### src/rtl/gate_bist_pkg.sv
// gate_bist_pkg: shared FSM state encoding and vector count for the gate BIST sequencer
package gate_bist_pkg;
  typedef enum logic [1:0] {IDLE = 2'd0, SETTLE = 2'd1, SAMPLE = 2'd2, DONE = 2'd3} state_t;
  localparam int NUM_VECTORS = 4;
endpackage

### src/rtl/gate_bist_ctrl_if.sv
// gate_bist_ctrl_if: run control (start/abort) and results (busy/done/pass/fail_cnt/fail_vec); master = harness, slave = gate_bist_ctrl
interface gate_bist_ctrl_if #(parameter int FCW = 8);
  logic start, abort, busy, done, pass;
  logic [FCW-1:0] fail_cnt;
  logic [1:0] fail_vec;
  modport master(output start, abort, input busy, done, pass, fail_cnt, fail_vec);
  modport slave(input start, abort, output busy, done, pass, fail_cnt, fail_vec);
endinterface

### src/rtl/gate_bist_ctrl_settle_timer.sv
// settle_timer: loadable down-counter with zero flag; ports clk, rst, load (reload LOAD), en (count down), zero
module settle_timer #(
  parameter int W = 1,
  parameter logic [W-1:0] LOAD = '0
) (
  input  logic clk,
  input  logic rst,
  input  logic load,
  input  logic en,
  output logic zero
);
  logic [W-1:0] cnt;
  assign zero = cnt == '0;
  always_ff @(posedge clk or posedge rst)
    if (rst) cnt <= '0;
    else if (load) cnt <= LOAD;
    else if (en && !zero) cnt <= cnt - 1'b1;
endmodule

### src/rtl/gate_bist_ctrl.sv
// gate_bist_ctrl: 2-input gate self-test sequencer; ports clk, rst, gate_y (in), gate_a/gate_b (out), bus (slave: start/abort in, busy/done/pass/fail_cnt/fail_vec out)
module gate_bist_ctrl import gate_bist_pkg::*; #(
  parameter logic [3:0] TRUTH = 4'b0111,
  parameter int SETTLE_CYCLES = 2,
  parameter int LOOPS = 1,
  parameter int FCW = 8
) (
  input  logic clk,
  input  logic rst,
  input  logic gate_y,
  output logic gate_a,
  output logic gate_b,
  gate_bist_ctrl_if.slave bus
);
  localparam int LW = $clog2(LOOPS + 1);
  localparam int TW = SETTLE_CYCLES > 1 ? $clog2(SETTLE_CYCLES) : 1;
  state_t state;
  logic [1:0] vec;
  logic [LW-1:0] loop;
  logic zero, go, miss, last, tload;
  logic [FCW-1:0] cnt_nx;
  assign go = bus.start && !bus.abort;
  assign miss = gate_y != TRUTH[vec];
  assign last = vec == 2'(NUM_VECTORS - 1) && loop == LW'(LOOPS - 1);
  assign cnt_nx = miss && bus.fail_cnt != '1 ? bus.fail_cnt + 1'b1 : bus.fail_cnt;
  // timer is reloaded whenever a new vector begins its settle window
  assign tload = (state == IDLE && go) || (state == SAMPLE && !bus.abort && !last);
  settle_timer #(.W(TW), .LOAD(TW'(SETTLE_CYCLES - 1))) u_timer (
    .clk(clk), .rst(rst), .load(tload), .en(state == SETTLE), .zero(zero)
  );
  always_ff @(posedge clk or posedge rst)
    if (rst) begin
      state <= IDLE;
      vec <= '0;
      loop <= '0;
      gate_a <= 1'b0;
      gate_b <= 1'b0;
      bus.busy <= 1'b0;
      bus.done <= 1'b0;
      bus.pass <= 1'b0;
      bus.fail_cnt <= '0;
      bus.fail_vec <= '0;
    end else begin
      bus.done <= 1'b0;
      if (state != IDLE && bus.abort) begin
        state <= IDLE;
        bus.busy <= 1'b0;
        bus.pass <= 1'b0;
        gate_a <= 1'b0;
        gate_b <= 1'b0;
      end else case (state)
        IDLE: if (go) begin
          state <= SETTLE;
          vec <= '0;
          loop <= '0;
          gate_a <= 1'b0;
          gate_b <= 1'b0;
          bus.fail_cnt <= '0;
          bus.pass <= 1'b0;
          bus.busy <= 1'b1;
        end
        SETTLE: if (zero) state <= SAMPLE;
        SAMPLE: begin
          bus.fail_cnt <= cnt_nx;
          if (miss && bus.fail_cnt == '0) bus.fail_vec <= vec;
          if (last) begin
            state <= DONE;
            bus.done <= 1'b1;
            bus.pass <= cnt_nx == '0;
            bus.busy <= 1'b0;
            gate_a <= 1'b0;
            gate_b <= 1'b0;
          end else begin
            state <= SETTLE;
            vec <= vec + 2'd1;
            if (vec == 2'(NUM_VECTORS - 1)) loop <= loop + 1'b1;
            {gate_a, gate_b} <= vec + 2'd1;
          end
        end
        DONE: state <= IDLE;
      endcase
    end
endmodule

### src/flat_wrapper.sv
// flat-port wrapper written by rule: the top's interface ports become plain ports
module gate_bist_ctrl_flat import gate_bist_pkg::*;
#(
  parameter logic [3:0] TRUTH = 4'b0111,
  parameter int SETTLE_CYCLES = 2,
  parameter int LOOPS = 1,
  parameter int FCW = 8
)
  (clk, rst, gate_y, gate_a, gate_b, bus_start, bus_abort, bus_busy, bus_done, bus_pass, bus_fail_cnt, bus_fail_vec);
  gate_bist_ctrl_if #(.FCW(FCW)) bus_i ();
  input  logic clk;
  input  logic rst;
  input  logic gate_y;
  output logic gate_a;
  output logic gate_b;
  input wire logic [$bits(bus_i.start)-1:0] bus_start;
  input wire logic [$bits(bus_i.abort)-1:0] bus_abort;
  output wire logic [$bits(bus_i.busy)-1:0] bus_busy;
  output wire logic [$bits(bus_i.done)-1:0] bus_done;
  output wire logic [$bits(bus_i.pass)-1:0] bus_pass;
  output wire logic [$bits(bus_i.fail_cnt)-1:0] bus_fail_cnt;
  output wire logic [$bits(bus_i.fail_vec)-1:0] bus_fail_vec;
  assign bus_i.start = bus_start;
  assign bus_i.abort = bus_abort;
  assign bus_busy = bus_i.busy;
  assign bus_done = bus_i.done;
  assign bus_pass = bus_i.pass;
  assign bus_fail_cnt = bus_i.fail_cnt;
  assign bus_fail_vec = bus_i.fail_vec;
  gate_bist_ctrl #(.TRUTH(TRUTH), .SETTLE_CYCLES(SETTLE_CYCLES), .LOOPS(LOOPS), .FCW(FCW)) u_core (.clk(clk), .rst(rst), .gate_y(gate_y), .gate_a(gate_a), .gate_b(gate_b), .bus(bus_i));
endmodule
### config.mk
export PLATFORM = sky130hd
export DESIGN_NAME = gate_bist_ctrl_flat
export DESIGN_NICKNAME = d
export VERILOG_FILES = /design/src/rtl/gate_bist_pkg.sv /design/src/rtl/gate_bist_ctrl_if.sv /design/src/rtl/gate_bist_ctrl_settle_timer.sv /design/src/rtl/gate_bist_ctrl.sv /design/src/flat_wrapper.sv
export SDC_FILE = /design/constraint.sdc
export NUM_CORES = 1
export LEC_CHECK = 0
export ABC_AREA = 0
export ABC_CLOCK_PERIOD_IN_PS = 4900
export CORE_MARGIN = 5
export CORE_UTILIZATION = 45
export DETAILED_ROUTE_END_ITERATION = 7
export PLACE_DENSITY = 0.69
export SLEW_MARGIN = 30
export SYNTH_ARGS = -nofsm -noshare
export SYNTH_HDL_FRONTEND = slang
export SYNTH_SLANG_ARGS = --single-unit
export TNS_END_PERCENT = 100
### constraint.sdc
create_clock -name clk -period 4.9 [get_ports clk]
set_clock_uncertainty 0.15 [all_clocks]
set_input_delay 0.49 -clock clk [delete_from_list [all_inputs] [get_ports clk]]
set_output_delay 0.49 -clock clk [all_outputs]
set_load 0.02 [all_outputs]
==> results of run 1 <==
==> layer usage <==
metal  vias to the layer above  track usage, %  share of wire, %
met1                       512            20.0                47
li1                        544               -                 -
met4                         0            6.37               1.6
met5                         -               0                 0
met2                        36            22.3                46
met3                         4            3.42               5.5
==> area by class of cell <==
type                    count  area (sq um)  area share (%)
well taps                  31          38.8            2.68
clock inverters             1          5.00           0.346
clock buffers               3          22.5            1.56
multi-input cells         106           647            44.7
flip-flops and latches     21           526            36.3
repair buffers             19           190            13.1
inverters                   5          18.8            1.30
==> power by group <==
group | switching, W | internal, W | total, W
combinational | 0.0000329 | 0.0000259 | 0.0000588
sequential | 0.0000120 | 0.000183 | 0.000195
clock | 0.0000543 | 0.0000305 | 0.0000848
==> per-stage QoR <==
stage | instances | utilization, % | area [sq um]
6_report | 186 | 53.9 | 1450
5_1_grt | 186 | 53.9 | 1450
4_1_cts | 186 | 53.9 | 1450
3_5_place_dp | 182 | 52.9 | 1420
3_3_place_gp | 182 | 52.9 | 1420
2_1_floorplan | 139 | - | 1240
==> path summary, 6_finish.rpt <==
path,endpoint,start,cells past startpoint,slack [ps]
worst max-delay path,u_core.bus.pass$_DFFE_PP0P_,u_core.vec[0]$_DFFE_PP0P_,6,2720
worst min-delay path,u_core.gate_b$_DFFE_PP0P_,u_core.gate_b$_DFFE_PP0P_,2,350
worst max register to register,u_core.bus.pass$_DFFE_PP0P_,u_core.vec[0]$_DFFE_PP0P_,6,2720
worst min register to register,u_core.gate_b$_DFFE_PP0P_,u_core.gate_b$_DFFE_PP0P_,2,350
max in group asynchronous,u_core.bus.fail_cnt[6]$_DFFE_PP0P_,rst,2,3860
min in group asynchronous,u_core.bus.done$_DFF_PP0_,rst,2,370
==> Yosys cell counts, types with 4 or more instances <==
master,n
a21oi_1,8
nor3_1,6
nand4_1,4
o21ai_0,13
a31oi_1,6
buf_2,4
dfrtp_1,21
ha_1,4
inv_1,5
nor2_1,15
nand3_1,5
nand2_1,11
==> sequential cells by signal, summed over array words and instances, names as in the netlist <==
| register | cells |
|---|---|
| u_core.gate_a | 1 |
| u_core.bus.done | 1 |
| u_core.gate_b | 1 |
| u_core.vec | 2 |
| u_core.bus.busy | 1 |
| u_core.loop | 1 |
| u_core.bus.fail_vec | 2 |
| u_core.u_timer.cnt | 1 |
| u_core.bus.pass | 1 |
| u_core.state | 2 |
| u_core.bus.fail_cnt | 8 |
==> critical path, delay by kind of cell, from the launching register on <==
| family | cells | cell delay, ps |
|---|---|---|
| AO/OA/AOI/OAI | 3 | 610 |
| adder cells (fa/ha/maj) | 1 | 250 |
| AND/OR/NAND/NOR | 1 | 340 |
| flip-flops | 1 | 460 |
| XOR/XNOR | 1 | 280 |
==> kinds of logic (layout without fill, tap and decap cells) <==
logic type	count (synthesis)	in the layout
buffers and inverters	12	28
xor gates and xnor gates	1	1
muxes	3	3
AOI/OAI and AO/OA	41	41
and+or+nand+nor	57	57
adders and majority gates	4	4
DFF	21	21
==> PnR_summary.wiki, run 1 <==
{| class="wikitable"
! Metric !! Value
|-
| Result of the run || complete, no violations
|-
| Post-placement worst setup slack || 2490 ps
|-
| Antenna Diode Count || 0
|-
| Syn Std Cell Area || 1240 sq um
|-
| Setup fix buffers added after clock tree synthesis || 0
|-
| Main flop type after synthesis || dfrtp_1
|-
| Headroom to the max-slew limit || 42.0%
|-
| Global-route wire length before repair || 4690 um
|-
| Chip Height || 62.4 um
|-
| Clock sink total || 21
|-
| Avg Cell Area, Syn || 8.90 sq um
|-
| Number of buffers on the longest clock path || 2
|-
| Classification of the worst-slack hold path || reg -> reg
|-
| H-tree lvl count || 1
|-
| Cell-by-cell listing of the critical path || ha_1 > xnor2_2 > and3_1 > a31o_1 > a31oi_1 > o41ai_2
|-
| Most frequent cells in the layout || dfrtp_1, clkdlybuf4s50_1, nor2_1
|-
| Share of flip-flops with an asynchronous set or reset after synthesis || 100%
|-
| Post-CTS resize count || 0
|-
| Accumulated negative setup slack || 0 ps
|-
| Total power || 0.000339 W
|-
| Post-detail-place hpwl || 2100 um
|-
| Initial detailed-routing violation count || 37
|-
| Minimum period implied by the final worst setup slack || 2180 ps
|-
| Final worst-path cycle share || 44.5%
|-
| F_max || 459 MHz
|-
| Clock tree from TritonCTS || yes
|-
| CTS Hold Buffers Added || 0
|-
| Die Width || 62.4 um
|-
| RSZ-0062 raised after global routing || no
|-
| Vias || 1096
|-
| Proportion of synthesized chip area in sequential cells || 42.5%
|-
| Via density || 5.89
|-
| Leakage component of the power || 0.610 nW
|-
| Clk pin slew, worst setup/hold paths || 120 ps
|-
| Number of distinct library cells after synthesis || 35
|-
| Layout cells sized above 1 || 7.74%
|-
| Pins Over Slew Limit || 0
|-
| Number of DRC violations after detailed routing || 0
|-
| Layout overhead on the synthesized area || 17.0%
|-
| Total of endpoints with negative setup slack in the final report || 0
|-
| Number of enable-type register cells in the synthesized netlist || 0
|-
| Measured slew at the worst slew-check pin || 863 ps
|-
| Global-route usage over all layers || 14.7%
|-
| Number of nets in the final layout || 165
|-
| Placer congestion estimate || 0.879
|-
| Data arrival at the endpoint of the critical path || 2250 ps
|-
| Vias in the first global route || 1013
|-
| Worst Setup End Kind || register
|-
| Final Hold Vio Count || 0
|-
| Kind of critical path || reg -> reg
|-
| Synthesized instance count || 139
|-
| Initial core utilization || 46.1%
|-
| Cells taking the most area after synthesis || dfrtp_1, o21ai_0, nor2_1, ha_1, nand2_1
|-
| Library cell contributing the largest single delay on the critical path || dfrtp_1
|-
| Startpoint type of the worst setup path || register
|-
| Sum of routed wire length over all layers || 2840 um
|-
| Count of TritonRoute iterations in the first routing pass || 4
|-
| Area fraction of the dominant cell type after synthesis || 42.5%
|-
| I/O pins || 20
|-
| YS warnings || 0
|-
| Average wire length per cell after detail routing || 15.2 um
|-
| Number of CTS-inserted buffers || 3
|-
| Complex-gate fraction of the synthesized area || 21.0%
|-
| Num rows || 19
|-
| Simple-gate share of the synthesized area || 23.2%
|-
| Antenna violations before repair || 0
|-
| Number of max-cap violations || 0
|-
| Largest family of logic cells by synthesized area || simple AND/OR/NAND/NOR gates
|-
| Commonest non-fill, non-tap cell in the layout || dfrtp_1
|-
| Number of register bits inferred by synthesis || 21
|-
| Core area || 2690 sq um
|-
| CTS root buf || clkbuf_4
|-
| Critical-path maximum fanout || 7
|-
| Adder-cell share of the synthesized area || 4.04%
|-
| Max incr delay on CP || 460 ps
|-
| Overflow left after global routing || 0
|-
| Largest net degree at the start of global routing || 22
|-
| Insertion delay to the later sink of the worst-skew pair || 310 ps
|-
| Nets in the synthesized netlist || 148
|-
| DIE AREA || 3900 sq um
|-
| Least setup slack across all paths after layout || 2720 ps
|-
| Data required time of the critical path || 4970 ps
|-
| Largest voltage drop on the vdd net || 0.000166 V
|-
| Share of cell area taken by muxes after synthesis || 2.73%
|-
| Post-route worst hold slack || 354 ps
|-
| Most area-hungry cell type in the Yosys netlist || dfrtp_1
|-
| I/O Buffers || 19
|-
| Fraction of synthesized cell area in xor and xnor cells || 1.31%
|-
| # fillers || 253
|-
| Cell Pwr Density || 234 nW/um^2
|-
| Number of nets still failing antenna checks after routing || 0
|}
(Power assumes the default switching activity.)
==> run 2: changes to the inputs <==
Settings changed: ABC_CLOCK_PERIOD_IN_PS 4900 to 2100.
Clock period 4.9 ns to 2.1 ns, I/O delays scaled along.
==> run 2 against run 1 <==
Critical path depth stayed put; via count is 6.6% higher; routed wire length increased by 2.2%; first-iteration DRC count grew 35%; sequential cell count unchanged; sequential share of layout area decreased by 1.8 points; worst setup slack got worse by 2600 ps; cell area increased by 5.4%; core utilization is 2.9 points higher.
==> PnR_summary.wiki, run 2 (synthesized netlist as in run 1, its figures left out) <==
{| class="wikitable"
! Metric !! Value
|-
| Post-detailed-placement cell area || 1490 sq um (+4.8%)
|-
| Data required time of the critical path || 2160 ps (-2810 ps)
|-
| First element of the critical path || u_core.vec[1]$_DFFE_PP0P_
|-
| Layout overhead on the synthesized area || 23.3%
|-
| Area occupied by multi-input gates || 648 sq um (+0.19%)
|-
| Post-detail-place hpwl || 2220 um (+5.8%)
|-
| Hold_sp || u_core.gate_b$_DFFE_PP0P_
|-
| Cell-by-cell listing of the critical path || ha_1 > xnor2_2 > and3_2 > and3_1 > o21ai_0 > o41ai_2
|-
| H-tree lvl count || 1 (unchanged)
|-
| Vias || 1168 (+6.6%)
|-
| Kind of critical path || reg -> reg
|-
| Global-route wire length before repair || 4780 um (+1.9%)
|-
| Post-placement worst setup slack || 82.3 ps (-2410 ps)
|-
| Antenna violations before repair || 0 (unchanged)
|-
| Classification of the worst-slack hold path || reg -> reg
|-
| Design Area, Final || 1530 sq um (+5.4%)
|-
| Average wire length per cell after detail routing || 14.8 um (-3.1%)
|-
| Initial detailed-routing violation count || 50 (+35%)
|-
| Cell Pwr Density || 529 nW/um^2 (+130%)
|-
| Pins Over Slew Limit || 0 (unchanged)
|-
| Commonest non-fill, non-tap cell in the layout || dfrtp_1
|-
| Least setup slack across all paths after layout || 106 ps (-2620 ps)
|-
| Core area || 2690 sq um (unchanged)
|-
| Placer congestion estimate || 0.895 (+1.8%)
|-
| DIE AREA || 3900 sq um (unchanged)
|-
| Final Hold Vio Count || 0 (unchanged)
|-
| Number of nets in the final layout || 175 (+6.1%)
|-
| Initial core utilization || 46.1% (unchanged)
|-
| Critical-path maximum fanout || 7 (unchanged)
|-
| F_max || 501 MHz (+9.3%)
|-
| Top reg by flops || u_core.bus.fail_cnt
|-
| GR Layer Usage met2 || 21.8% (-0.52 points)
|-
| Vias in the first global route || 1027 (+1.4%)
|-
| Met3 usage || 3.24% (-0.18 points)
|-
| Minimum period implied by the final worst setup slack || 1990 ps (-185 ps)
|-
| Antenna Diode Count || 0 (unchanged)
|-
| Headroom to the max-slew limit || 65.0% (+23 points)
|-
| Overflow left after global routing || 0 (unchanged)
|-
| Launch point of the worst reg-to-reg path || u_core.vec[1]$_DFFE_PP0P_
|-
| CTS root buf || clkbuf_4
|-
| Result of the run || complete, no violations
|-
| Final worst-path cycle share || 95.0% (+50 points)
|-
| Startpoint type of the worst setup path || register
|-
| Largest net degree at the start of global routing || 15 (-32%)
|-
| I/O pins || 20 (unchanged)
|-
| Sum of routed wire length over all layers || 2900 um (+2.2%)
|-
| Data arrival at the endpoint of the critical path || 2050 ps (-200 ps)
|-
| I/O Buffers || 19 (unchanged)
|-
| Number of flip-flops in the largest register || 8 (unchanged)
|-
| Largest voltage drop on the vdd net || 0.000488 V (+190%)
|-
| Layout cells sized above 1 || 12.1% (+4.4 points)
|-
| Number of buffers on the longest clock path || 2 (unchanged)
|-
| Insertion delay to the later sink of the worst-skew pair || 300 ps (about the same)
|-
| Setup fix buffers added after clock tree synthesis || 0 (unchanged)
|-
| Number of nets still failing antenna checks after routing || 0 (unchanged)
|-
| Number of CTS-inserted buffers || 3 (unchanged)
|-
| Chip Height || 62.4 um (unchanged)
|-
| Num rows || 19 (unchanged)
|-
| Leakage component of the power || 0.660 nW (+8.2%)
|-
| Global-route usage over all layers || 14.9% (+0.19 points)
|-
| Seq. cell area || 526 sq um (unchanged)
|-
| Number of DRC violations after detailed routing || 0 (unchanged)
|-
| # fillers || 249 (-1.6%)
|-
| Measured slew at the worst slew-check pin || 521 ps (-342 ps)
|-
| Die Width || 62.4 um (unchanged)
|-
| Count of TritonRoute iterations in the first routing pass || 4 (unchanged)
|-
| Clock sink total || 21 (unchanged)
|-
| GRT busiest layer || met2
|-
| Number of max-cap violations || 0 (unchanged)
|-
| Clock tree from TritonCTS || yes
|-
| Clk pin slew, worst setup/hold paths || 110 ps (about the same)
|-
| RSZ-0062 raised after global routing || no
|-
| Via density || 5.96 (+1.1%)
|-
| Most frequent cells in the layout || dfrtp_1, clkdlybuf4s50_1, nor2_1
|-
| Max incr delay on CP || 430 ps (-30 ps)
|-
| Library cell contributing the largest single delay on the critical path || dfrtp_1
|-
| Accumulated negative setup slack || 0 ps (unchanged)
|-
| Total of endpoints with negative setup slack in the final report || 0 (unchanged)
|-
| Met1 Usage GRT || 21.7% (+1.7 points)
|-
| Worst Setup End Kind || register
|}
==> run 2: critical path, delay by kind of cell, from the launching register on <==
kind                     cells  cell delay, ps
adder cells (fa/ha/maj)      1             220
AO/OA/AOI/OAI                2             390
flip-flops                   1             430
AND/OR/NAND/NOR              2             440
XOR/XNOR                     1             270
==> run 2: through the flow <==
| step | power (W) | hold WS, ps | instances | utilization, % |
|---|---|---|---|---|
| after floorplan | 0.000546 | 36.5 | 139 | - |
| after global placement | 0.000611 | 331 | 191 | 55.4 |
| after detailed placement | 0.000617 | 329 | 191 | 55.4 |
| after CTS | 0.000817 | 357 | 196 | 56.7 |
| after global routing | 0.000851 | 399 | 196 | 56.8 |
| final | 0.000806 | 348 | 196 | 56.8 |
==> run 2: repair_timing <==
item	4_1_cts	5_1_grt
setup endpoints to repair	0	2
gates resized for setup	0	2
hold endpoints to repair	7	0
hold buffers	1	0
==> run 2: area by class of cell <==
| type | count | area share [%] |
|---|---|---|
| repair buffers | 29 | 17.6 |
| flip-flops and latches | 21 | 34.5 |
| inverters | 5 | 1.23 |
| clock buffers | 4 | 1.72 |
| multi-input cells | 106 | 42.5 |
| well taps | 31 | 2.54 |
==> run 2: path summary, 6_finish.rpt <==
path / to / slack, ps / cells after the start
worst max register to register: u_core.bus.pass$_DFFE_PP0P_ / 110 / 6
worst min-delay path: u_core.gate_b$_DFFE_PP0P_ / 350 / 2
min in group asynchronous: u_core.bus.fail_cnt[7]$_DFFE_PP0P_ / 550 / 3
worst min register to register: u_core.gate_b$_DFFE_PP0P_ / 350 / 2
worst max-delay path: u_core.bus.pass$_DFFE_PP0P_ / 110 / 6
max in group asynchronous: u_core.vec[0]$_DFFE_PP0P_ / 750 / 4
==> run 2: routing by layer <==
| layer | share of wire, % | vias up | routed length (um) |
|---|---|---|---|
| li1 | - | 562 | - |
| met4 | 2.0 | 0 | 57 |
| met1 | 47 | 556 | 1370 |
| met2 | 46 | 43 | 1330 |
| met3 | 4.7 | 7 | 137 |
| met5 | 0 | - | 0 |
==> run 2: power breakdown <==
part / switching, W / leakage, nW / internal, W
Combinational: 0.0000879 / 0.360 / 0.0000743
Sequential: 0.0000201 / 0.286 / 0.000427
Clock: 0.000122 / 0.0150 / 0.0000740
Total: 0.000230 / 0.660 / 0.000576
